===== src/rtl/instr_fetch_unit.sv =====
// Instruction fetch: owns the pc and issues word fetches to instruction memory.
// Optional macro IFU_BYPASS_EN forwards a response straight to decode when the queue is empty.
//
// Ports:
//   clk, reset       : clock, synchronous active-high reset
//   imem_req_*       : fetch request (valid/ready, word address)
//   imem_rsp_*       : in-order fetch response, no backpressure
//   redirect_*       : branch/jump redirect, flushes the stream
//   inst_*           : instruction handoff to decode (valid/ready)
module instr_fetch_unit #(
    parameter int unsigned DEPTH    = 4,
    parameter logic [31:0] RESET_PC = 32'h0000_0000
) (
    input  logic        clk,
    input  logic        reset,
    output logic        imem_req_valid,
    output logic [31:0] imem_req_addr,
    input  logic        imem_req_ready,
    input  logic        imem_rsp_valid,
    input  logic [31:0] imem_rsp_data,
    input  logic        redirect_valid,
    input  logic [31:0] redirect_pc,
    output logic        inst_valid,
    output logic [31:0] inst_data,
    output logic [31:0] inst_pc,
    input  logic        inst_ready
);
    localparam int unsigned AW = $clog2(DEPTH);
    localparam int unsigned CW = $clog2(DEPTH + 1);

    logic [31:0]   pc;
    logic [31:0]   q_pc  [DEPTH];
    logic [31:0]   q_ins [DEPTH];
    logic [AW-1:0] q_rd;
    logic [AW-1:0] q_wr;
    logic [CW-1:0] count;
    logic [CW-1:0] inflight;
    logic [CW-1:0] drop;
    // Fetch pc of every outstanding request, in issue order
    logic [31:0]   tag   [DEPTH];
    logic [AW-1:0] t_rd;
    logic [AW-1:0] t_wr;

    logic          accept;
    logic          keep;
    logic          byp;
    logic          pop;
    logic          pop_q;
    logic          push_q;
    logic [CW:0]   used;

    // Buffered plus outstanding fetches never exceed the queue size
    assign used = {1'b0, inflight} + {1'b0, count};

    assign imem_req_valid = !reset && !redirect_valid &&
                            (used < (CW+1)'(DEPTH));
    assign imem_req_addr  = pc;
    assign accept         = imem_req_valid && imem_req_ready;

    // Response survives only if not stale and not hit by a redirect
    assign keep = imem_rsp_valid && (drop == '0) && !redirect_valid;

`ifdef IFU_BYPASS_EN
    assign byp = keep && (count == '0);
`else
    assign byp = 1'b0;
`endif

    assign inst_valid = (count != '0) || byp;
    assign inst_data  = byp ? imem_rsp_data : q_ins[q_rd];
    assign inst_pc    = byp ? tag[t_rd] : q_pc[q_rd];

    assign pop    = inst_valid && inst_ready;
    assign pop_q  = pop && (count != '0);
    assign push_q = keep && !(byp && inst_ready);

    always_ff @(posedge clk) begin
        if (reset) begin
            pc       <= RESET_PC;
            count    <= '0;
            inflight <= '0;
            drop     <= '0;
            q_rd     <= '0;
            q_wr     <= '0;
            t_rd     <= '0;
            t_wr     <= '0;
        end else begin
            // Tags retire in order, whether the response is kept or dropped
            if (accept)
                t_wr <= t_wr + 1'b1;
            if (imem_rsp_valid)
                t_rd <= t_rd + 1'b1;
            inflight <= inflight + CW'(accept) - CW'(imem_rsp_valid);

            if (redirect_valid) begin
                pc    <= redirect_pc & ~32'd3;
                count <= '0;
                q_rd  <= '0;
                q_wr  <= '0;
                // Everything still outstanding after this edge is stale
                drop  <= inflight - CW'(imem_rsp_valid);
            end else begin
                if (accept)
                    pc <= pc + 32'd4;
                if (imem_rsp_valid && (drop != '0))
                    drop <= drop - 1'b1;
                if (push_q)
                    q_wr <= q_wr + 1'b1;
                if (pop_q)
                    q_rd <= q_rd + 1'b1;
                count <= count + CW'(push_q) - CW'(pop_q);
            end
        end
    end

    // Storage arrays need no reset; occupancy is tracked by the counters
    always_ff @(posedge clk) begin
        if (accept)
            tag[t_wr] <= pc;
        if (push_q) begin
            q_pc[q_wr]  <= tag[t_rd];
            q_ins[q_wr] <= imem_rsp_data;
        end
    end

endmodule


===== config.mk =====
export PLATFORM = sky130hd
export DESIGN_NAME = instr_fetch_unit
export DESIGN_NICKNAME = d
export VERILOG_FILES = /design/src/rtl/instr_fetch_unit.sv
export SDC_FILE = /design/constraint.sdc
export NUM_CORES = 1
export LEC_CHECK = 0
export ABC_AREA = 1
export CAP_MARGIN = 10
export CORE_MARGIN = 4
export CORE_UTILIZATION = 25
export DETAILED_ROUTE_END_ITERATION = 16
export HOLD_SLACK_MARGIN = 0.05
export MAX_ROUTING_LAYER = met4
export PLACE_DENSITY = 0.51
export SLEW_MARGIN = 20
export SYNTH_ARGS = -nofsm -noshare
export SYNTH_HDL_FRONTEND = slang
export SYNTH_SLANG_ARGS = --single-unit

===== constraint.sdc =====
create_clock -name clk -period 4.4 [get_ports clk]
set_input_delay 0.88 -clock clk [delete_from_list [all_inputs] [get_ports clk]]
set_output_delay 0.88 -clock clk [all_outputs]
set_load 0.02 [all_outputs]

---- Word-level counts from Yosys, hierarchy flattened ----
Memories as Yosys holds them, arrays and structs flattened. A register that Yosys moved wholly into a read port is not among the register bits.
Cells that the tools add are included.
operators by class
  add/subtract/negate cells ............... 12
  magnitude comparators ................... 1
  multiplexer cells ....................... 14
  reduce and logical (&&, ||, !) cells .... 16
operator list
  operator                 number
  $mux W32                 2
  $add A32 B3 Y32 const B  1
  $mux W2                  6
  $sub A3 B1 Y3            3
  $add A2 B1 Y2 const B    4
  $logic_and A1 B1 Y1      8
  $add A3 B1 Y3            2
  $mux W3                  2
  $reduce_bool A3 Y1       2
  $add A3 B3 Y4            1
  $lt A4 B3 Y1 const B     1
  $mux W1                  4
  $reduce_bool A2 Y1       2
  $logic_not A3 Y1         1
  $sub A3 B1 Y3 const B    1
  $logic_not A1 Y1         2
  $reduce_or A2 Y1         1
word-level totals
  register bits after elaboration ......... 49
  RAM bits ................................ 384
  bits of input ports ..................... 70
  output and inout bits ................... 98
  word-level logic and storage cells ...... 55
  memories ................................ 3
memory list
  name   depth  bits a word  rd ports  clocked after Yosys merged registers in  wr ports  RTL line  source
  q_ins  4      32           1         1                                        1         33        logic [31:0] q_ins [DEPTH];
  q_pc   4      32           1         1                                        1         32        logic [31:0] q_pc [DEPTH];
  tag    4      32           1         1                                        1         40        logic [31:0] tag [DEPTH];

---- Longest topological paths before layout ----
Gate-level depths: netlist of run 1.
  depth in word-level cells ............... 6
  gate-level depth with buffers ........... 12
  gate-level depth less buffers ........... 11

---- Least setup slack after synthesis of run 1 ----
OpenSTA, ideal clock, no wires.
  kind .................................... input to register
  start point ............................. input port imem_rsp_valid
  end point ............................... memory q_ins[0][0] (enable)
  setup time .............................. 0.482 ns
  arrival ................................. 3.821 ns
  path slack .............................. 0.096 ns
  stages .................................. 3
  buffers on the path ..................... 0
  path through ............................ nor3b_1 -> nand2_1 -> nor2_1
on the way
  longest elaborated chain between the ends .. 4
ends and longest elaborated chain
  element                            RTL line  source
  from (decl)                        19        input logic imem_rsp_valid,
  $logic_and A1 B1 Y1 (2 in series)  61        assign keep = imem_rsp_valid && (drop == '0) && !redirect_valid;
  $mux W1                            120       if (push_q) begin
  $mux W1 (implied by the code)      122       q_ins[q_wr] <= imem_rsp_data;
  to (decl)                          33
Every way passes these cells.

==> metrics.csv, run 1 <==
metric;value;unit
areaGrowthSynthToFinish;25.7;%
antenna_found_initial;0;
reg2reg_from;count[2];
synth.area.top_cells;edfxtp_1 (66%), o21ai_0 (6.3%), dfxtp_1 (6.1%);
p_per_area;445;nW/um2
grt.total_usage;12.2;%
synth_most_common_cell;edfxtp_1;
yosys_most_used_dff;edfxtp_1;
yosys-top-cells-count;edfxtp_1 (368), nor2_1 (248), o21ai_0 (210);
synth_cell_types;34;
use_met2;20.1;%
dieArea;71300;um2
grt_pass1_wl;65000;um
regArea;12100;um2
setup_viol;0;
cp.arrival;2.94;ns
gr-total-overflow;0;
netlist_instances;1407;
holdBufCountCts;0;
grtUsageMet3;2.29;%
cts_setup_buffers;0;
fin_util;31.9;%
place_hpwl;25800;um
period_needed;3.82;ns
cts_tree;yes;
ir_worst_vdd;259;uV
drt_wl_total;43100;um
ys_warn_count;0;
layout-drive-gt1-share;7.05;%
r2r-end;inflight[2];
status;completed;
chipWidth;267;um
synth_edf_count;368;
met1_usage;15.2;%
synthArstFlopShare;0;%
hold_path_class;flop to flop;
min_from;t_rd[1];
yosysTopAreaCellShare;65.9;%
n_fill_cell;6558;
synth_top_area_cell;edfxtp_1;
total_power;9.38;mW
drc;0;
setup.worst_path.start_class;flop;
fin_hold_ws;0.460;ns
num_vias;10900;
via_per_inst;4.43;
first_pass_iters;7;
maxCapViolCount;0;
grt_pass1_vias;10800;
synth_seq_cells;419;
globalplace.congestion;0.869;
r2r_slack;1.62;ns
die_h;267;um
worst_pin_slew;0.958;ns
nets;1656;
top_usage_layer;met2;
p_leak;7.08;nW
cts_resized;0;
clkSinkCount;419;
syn_avg_cell_area;11.9;um2
skew;0.0231;ns
multiInputGateArea;4080;um2
clock.fmax;262;MHz
insertion_delay;0.59;ns
ant_nets;0;
drv_slew;0;
required;3.52;ns
drt_first_iter_violations;790;
cp_max_fo;62;
clockBufferDepth;3;
diodes;0;
syn_area;16800;um2
num_rows;94;
rsz0062_at_grt;false;
root_buffer;clkbuf_16;
max_slew_margin;36.1;%
cts_buffers;47;
wl_per_cell;17.5;um
finalHoldViolCount;0;
ys_seq_area_share;72.0;%
portBuffers;161;
hold_depth;1;
grt_max_degree;125;
core_area;66100;um2
crit_type;flop to output port;
tns;0;ns
htreeDepth;2;
start_util;25.4;%
rr_worst_depth;11;
clk_pin_slew;0.06;ns
io_pins;168;
worst_setup_path_end_kind;output port;
period_share;86.7;%
metal layers:
layer  vias up  wire length [um]
li1       5312                 -
met1      5270             19300
met2       272             20500
met3        71              2220
met4         0              1080
met5         -                 0
kinds of logic (layout without fill, tap and decap cells):
| group | after synthesis | in the layout | synth area share [%] |
|---|---|---|---|
| simple gates | 436 | 436 | 10.4 |
| flops | 419 | 419 | 72.0 |
| compound gates | 348 | 348 | 11.2 |
| buf+inv | 167 | 360 | 3.99 |
| fa+ha+maj | 21 | 21 | 1.66 |
| xor+xnor | 15 | 15 | 0.783 |
| other cells | 1 | 4 | 0.0224 |
how the worst max path moves through the flow:
stage | from | endpoint | slack [ns] | cells past startpoint
after floorplan | imem_rsp_valid | q_ins[0][0] | 0.1 | 3
after CTS | flop | inst_pc[3] | 0.53 | 4
after global routing | flop | inst_pc[3] | 0.43 | 4
after detailed placement | redirect_valid | inflight[2] | 0.76 | 11
after global placement | redirect_valid | inflight[2] | 0.80 | 11
final | flop | inst_pc[3] | 0.58 | 4
cells in the final DEF (no fill, tap or decap), types with 2 or more instances in the layout:
| cell type | n |
|---|---|
| clkinvlp_4 | 3 |
| clkbuf_1 | 9 |
| fa_1 | 2 |
| nor2_4 | 5 |
| bufinv_16 | 5 |
| clkbuf_8 | 3 |
| clkdlybuf4s50_1 | 161 |
| and2_1 | 3 |
| buf_4 | 10 |
| nor2_1 | 240 |
| inv_6 | 3 |
| nand4_1 | 2 |
| buf_12 | 10 |
| nand3_1 | 36 |
| conb_1 | 4 |
| clkbuf_16 | 48 |
| inv_1 | 90 |
| o21ai_0 | 210 |
| o211ai_1 | 5 |
| xor2_1 | 11 |
| ha_1 | 19 |
| a22oi_1 | 3 |
| clkinv_1 | 5 |
| a21oi_1 | 35 |
| o22ai_1 | 92 |
| edfxtp_1 | 368 |
| clkinv_2 | 5 |
| clkinv_4 | 5 |
| nor2_2 | 6 |
| xnor2_1 | 4 |
| dfxtp_1 | 49 |
| nand2_2 | 2 |
| nand2_1 | 137 |
state kept, by name, summed over array words and instances (netlist names), named ones only:
name,count
q_pc,120
q_rd,2
imem_req_addr,30
drop,3
t_wr,2
t_rd,2
q_ins,128
count,3
q_wr,2
inflight,3
tag,120
through the flow:
| step | cell area, um2 | cells | worst slack (ns) |
|---|---|---|---|
| after floorplan | 16800 | 1410 | 0.0963 |
| after global placement | 19500 | 2380 | 0.803 |
| after detailed placement | 19500 | 2380 | 0.762 |
| final | 21100 | 2467 | 0.584 |
| after global routing | 21100 | 2467 | 0.425 |
| after CTS | 21100 | 2467 | 0.532 |
worst max-delay path: stages, from the launching register on:
cell and delay [ns]:
dfxtp_2 0.33, buf_4 0.59, o21ai_0 0.19, o22ai_1 0.49
clkdlybuf4s50_1 0.71
final cells by class:
class                           instances  share of cell area [%]
Multi-Input combinational cell        824                    19.4
Clock inverter                         27                    1.57
Inverter                               92                    1.64
Sequential cell                       419                    57.3
Clock buffer                           60                    6.05
Timing Repair Buffer                  181                    8.95
Tap cell                              864                    5.13
where the power goes:
part	switching, mW	internal (mW)
logic	0.502	0.311
clock network	1.64	2.38
registers	0.0849	4.47
total	2.22	7.16
No activity file was read; power rests on OpenSTA's default activity.
==> run 2: changes to the inputs <==
==> constraint.sdc (replaced) <==
create_clock -name clk -period 4.4 [get_ports clk]
set_input_delay 0.66 -clock clk [delete_from_list [all_inputs] [get_ports clk]]
set_output_delay 0.66 -clock clk [all_outputs]
set_load 0.02 [all_outputs]
==> run 2 against run 1 <==
  * Clock skew is 0.0087 ns lower
  * Final cell count rose by 0.41%
  * Cell area barely moved
  * Routed wire length decreased by 0.11%
  * Via count up 0.42%
  * Hold slack worse by 0.0040 ns
  * Sequential power about the same
  * Fmax rose by 5.5%
  * Die area is the same
  * Critical path type unchanged
  * Critical endpoint is now inst_pc[28]
  * Highest routed layer unchanged
==> metrics.csv, run 2 (synthesized netlist as in run 1, its figures left out) <==
metric;value;unit
status;completed;
chipWidth;267;um
root_buffer;clkbuf_16;
top_regs;q_ins x128, q_pc x120, tag x120;
clk_pin_slew;0.06;ns
final_common_cell;edfxtp_1;
htreeDepth;2;
skew;0.0143;ns
period_needed;3.62;ns
grt.total_usage;12.2;%
first_pass_iters;5;
crit_type;flop to output port;
diodes;0;
cts_resized;0;
crit_slowest_cell;dfxtp_4;
core_area;66100;um2
cts_setup_buffers;0;
die_h;267;um
p_per_area;440;nW/um2
p_leak;7.13;nW
holdBufCountCts;0;
rsz0062_at_grt;false;
grt_pass1_vias;10700;
drt_first_iter_violations;778;
via_per_inst;4.43;
cp_max_fo;37;
clkSinkCount;419;
period_share;82.2;%
grt_pass1_wl;65100;um
cp.arrival;2.96;ns
antenna_found_initial;0;
setup_viol;0;
areaGrowthSynthToFinish;25.7;%
total_power;9.27;mW
ir_worst_vdd;309;uV
layout-drive-gt1-share;7.63;%
clock.fmax;276;MHz
clockBufferDepth;3;
hold_path_class;flop to flop;
grt_max_degree;63;
dieArea;71300;um2
setup_ws;0.783;ns
num_rows;94;
cts_tree;yes;
tns;0;ns
cpPeakStageDelay;0.61;ns
place_ws;0.662;ns
start_util;25.4;%
drc;0;
maxCapViolCount;0;
io_pins;168;
largest_reg_flops;128;
worst_pin_slew;1.00;ns
fin_util;31.9;%
nets;1668;
drt_wl_total;43100;um
num_vias;11000;
drv_slew;0;
worst_setup_path_end_kind;output port;
globalplace.congestion;0.877;
cts_buffers;46;
place_hpwl;27400;um
finalHoldViolCount;0;
max_slew_margin;33.2;%
required;3.74;ns
largest-register;q_ins;
insertion_delay;0.58;ns
portBuffers;161;
setup.worst_path.start_class;flop;
cp_top_family;buffers and inverters;
wl_per_cell;17.4;um
mostFrequentLayoutCells;edfxtp_1 (368), nor2_1 (240), o21ai_0 (210);
ant_nets;0;
gr-total-overflow;0;
critPathBufInv;3;
path_cells;clkinv_2 > buf_4 > o21ai_0 > o22ai_1 > clkdlybuf4s50_1;
## run 2: cell types whose count changed in the layout (fill, tap and decap cells not counted), sizes merged
| cell | delta |
|---|---|
| buf | +13 |
| bufinv | +1 |
| clkbuf | -6 |
| clkinv | +3 |
| clkinvlp | -1 |
## run 2: cell type report
| class | instances | area [um2] |
|---|---|---|
| Fill cell | 6660 | 45000 |
| Sequential cell | 419 | 12100 |
| Multi-Input combinational cell | 824 | 4080 |
| Timing Repair Buffer | 194 | 1970 |
| Clock buffer | 54 | 1200 |
| Tap cell | 864 | 1080 |
| Inverter | 92 | 347 |
| Clock inverter | 30 | 323 |
## run 2: stage by stage
stage	std cells	area [um2]	hold WS, ns
6_report	2477	21100	0.456
3_5_place_dp	2393	19600	0.438
3_3_place_gp	2393	19600	0.427
5_1_grt	2477	21100	0.490
4_1_cts	2477	21100	0.449
2_1_floorplan	1410	16800	0.412
## run 2: power breakdown
group          internal [mW]  total (mW)  switching (mW)
Clock                   2.32        3.89            1.58
Combinational          0.316       0.816           0.501
Sequential              4.47        4.56          0.0889
Total                   7.10        9.27            2.17
## run 2: metal layers
layer / vias to the layer above / global-route usage (%) / share of wire [%]
met2: 258 / 20.0 / 48
li1: 5340 / - / -
met3: 74 / 2.34 / 4.9
met5: - / - / 0
met1: 5299 / 15.6 / 45
met4: 0 / 3.57 / 2.4
## run 2: worst paths after layout
path                                   from     endpoint  slack (ns)  cells past startpoint
worst max-delay path                   flop  inst_pc[28]        0.78                      5
worst min-delay path                t_rd[1]         flop        0.46                      1
worst max register to register  inflight[2]  inflight[2]        1.63                     11
worst min register to register      t_rd[1]         flop        0.46                      1
## run 2: worst register-to-register path: cells and delay by family (launching register included)
kind / cells / cell delay, ns
AO/OA/AOI/OAI: 1 / 0.11
flip-flops: 1 / 0.40
AND/OR/NAND/NOR: 5 / 0.94
buffers and inverters: 1 / 0.04
adder cells (fa/ha/maj): 4 / 1.21
==> run 3: changes to the inputs <==
--- a/config.mk
+++ b/config.mk
@@ -12,7 +12,7 @@
 export DETAILED_ROUTE_END_ITERATION = 16
 export HOLD_SLACK_MARGIN = 0.05
 export MAX_ROUTING_LAYER = met4
-export PLACE_DENSITY = 0.51
+export PLACE_DENSITY = 0.49
 export SLEW_MARGIN = 20
 export SYNTH_ARGS = -nofsm -noshare
 export SYNTH_HDL_FRONTEND = slang
==> constraint.sdc (replaced) <==
create_clock -name clk -period 3.5 [get_ports clk]
set_input_delay 0.525 -clock clk [delete_from_list [all_inputs] [get_ports clk]]
set_output_delay 0.525 -clock clk [all_outputs]
set_load 0.02 [all_outputs]
==> run 3 against run 2 <==
  * Flip-flop and latch count unchanged
  * Global-route usage up 0.069 points
  * Routed wire length up 3.2%
  * Non-clock buffer count up 1
  * Die area unchanged
  * Largest power group unchanged
==> metrics.csv, run 3 (synthesized netlist as in run 1, its figures left out) <==
metric;value;unit
antenna_found_initial;0;
finalHoldViolCount;0;
drt_first_iter_violations;785;
root_buffer;clkbuf_16;
tns;0;ns
grt_pass1_wl;65600;um
required;2.97;ns
setup.worst_path.start_class;flop;
clk_pin_slew;0.06;ns
nets;1669;
ant_nets;0;
placed_cell_area;19500;um2
grt_max_degree;84;
place_hpwl;27000;um
period_needed;3.24;ns
skew;0.0210;ns
status;completed;
insertion_delay;0.57;ns
clkPwrFrac;41.3;%
drc;0;
cp-endpoint;inst_data[10];
num_rows;94;
rsz0062_at_grt;false;
worst_pin_slew;0.663;ns
diodes;0;
fin_util;31.9;%
ir_worst_vdd;315;uV
die_h;267;um
place_ws;0.575;ns
largest-register;q_ins;
maxCapViolCount;0;
drv_slew;0;
mostFrequentLayoutCells;edfxtp_1 (368), nor2_1 (240), o21ai_0 (210);
post_layout_nonfiller_instances;2477;
gr-total-overflow;0;
wl_per_cell;17.9;um
reg2reg_from;inflight[2];
p_leak;7.09;nW
core_area;66100;um2
max_slew_margin;55.7;%
p_int;8.85;mW
num_vias;11100;
io_pins;168;
start_util;25.4;%
holdBufCountCts;0;
worst_setup_path_end_kind;output port;
globalplace.congestion;0.822;
layout-drive-gt1-share;7.44;%
swShare;23.2;%
portBuffers;161;
cp.arrival;2.71;ns
final_common_cell;edfxtp_1;
largest_reg_flops;128;
areaGrowthSynthToFinish;25.5;%
combPwrFrac;9.0;%
dieArea;71300;um2
drt_wl_total;44400;um
power_frac_seq;49.7;%
setup_viol;0;
hold_path_class;flop to flop;
period_share;92.5;%
htreeDepth;2;
grt.total_usage;12.3;%
via_per_inst;4.46;
placedCellCount;2393;
cts_buffers;46;
p_per_area;547;nW/um2
cp_max_fo;42;
grt_pass1_vias;10700;
rr_worst_depth;11;
final_cell_area;21100;um2
r2r-end;inflight[2];
r2r_slack;1.06;ns
setup_ws;0.263;ns
clockBufferDepth;3;
clock.fmax;309;MHz
crit_type;flop to output port;
p_sw;2.68;mW
clkSinkCount;419;
top_regs;q_ins x128, q_pc x120, tag x120;
first_pass_iters;4;
cts_tree;yes;
chipWidth;267;um
run 3: cell types whose count changed in the layout (fill, tap and decap cells not counted), moves of 2 or more:
cell	delta
clkinv_2	-5
clkinvlp_4	+4
buf_12	-3
clkbuf_16	+3
clkinv_1	+3
inv_6	-3
buf_4	+2
bufinv_16	-2
run 3: timing repair:
action                                  CTS  global route
endpoints found under the setup margin    0             8
resized for setup                         0             2
buffers inserted                          0             0
run 3: cell type report:
type                       count  area [um2]
clock buffer                  56        1250
multi-input combinational    824        4080
inverter                      92         348
tap                          864        1080
sequential                   419       12100
fill                        6617       45000
clock inverter                27         238
timing repair buffer         195        1980
run 3: per-stage QoR:
step	power (mW)	hold WS (ns)
after detailed placement	6.89	0.447
after CTS	11.7	0.464
after floorplan	6.36	0.412
final	11.5	0.458
after global placement	6.87	0.439
after global routing	12.0	0.489
run 3: how the worst min path moves through the flow:
stage,start,depth (start not counted),end,slack [ns]
final,q_rd[1],2,flop,0.46
after CTS,q_rd[1],2,flop,0.46
after global routing,t_rd[1],1,t_rd[1],0.49
after detailed placement,t_rd[1],1,flop,0.45
after global placement,t_rd[1],1,t_rd[1],0.44
after floorplan,t_rd[1],1,flop,0.41
run 3: worst max-delay path, cell delays in order (launching register included):
cell and delay (ns):
dfxtp_4 0.60, buf_16 0.28, buf_4 0.27, o21ai_0 0.11, o22ai_1 0.20, clkdlybuf4s50_1 0.64
run 3: routing by layer:
metal / wire (um) / GRT usage, % / up-vias
li1: - / - / 5336
met1: 20700 / 16.2 / 5454
met2: 21300 / 20.0 / 211
met3: 1730 / 2.17 / 49
met4: 716 / 2.90 / 0
met5: 0 / - / -
run 3: power by group through the flow:
stage	Sequential, mW	Clock (mW)	Combinational, mW
floorplan	5.83	0	0.535
global placement	5.83	0	1.04
detailed placement	5.84	0	1.05
CTS	5.73	4.91	1.06
global route	5.75	5.13	1.14
finish	5.73	4.76	1.03
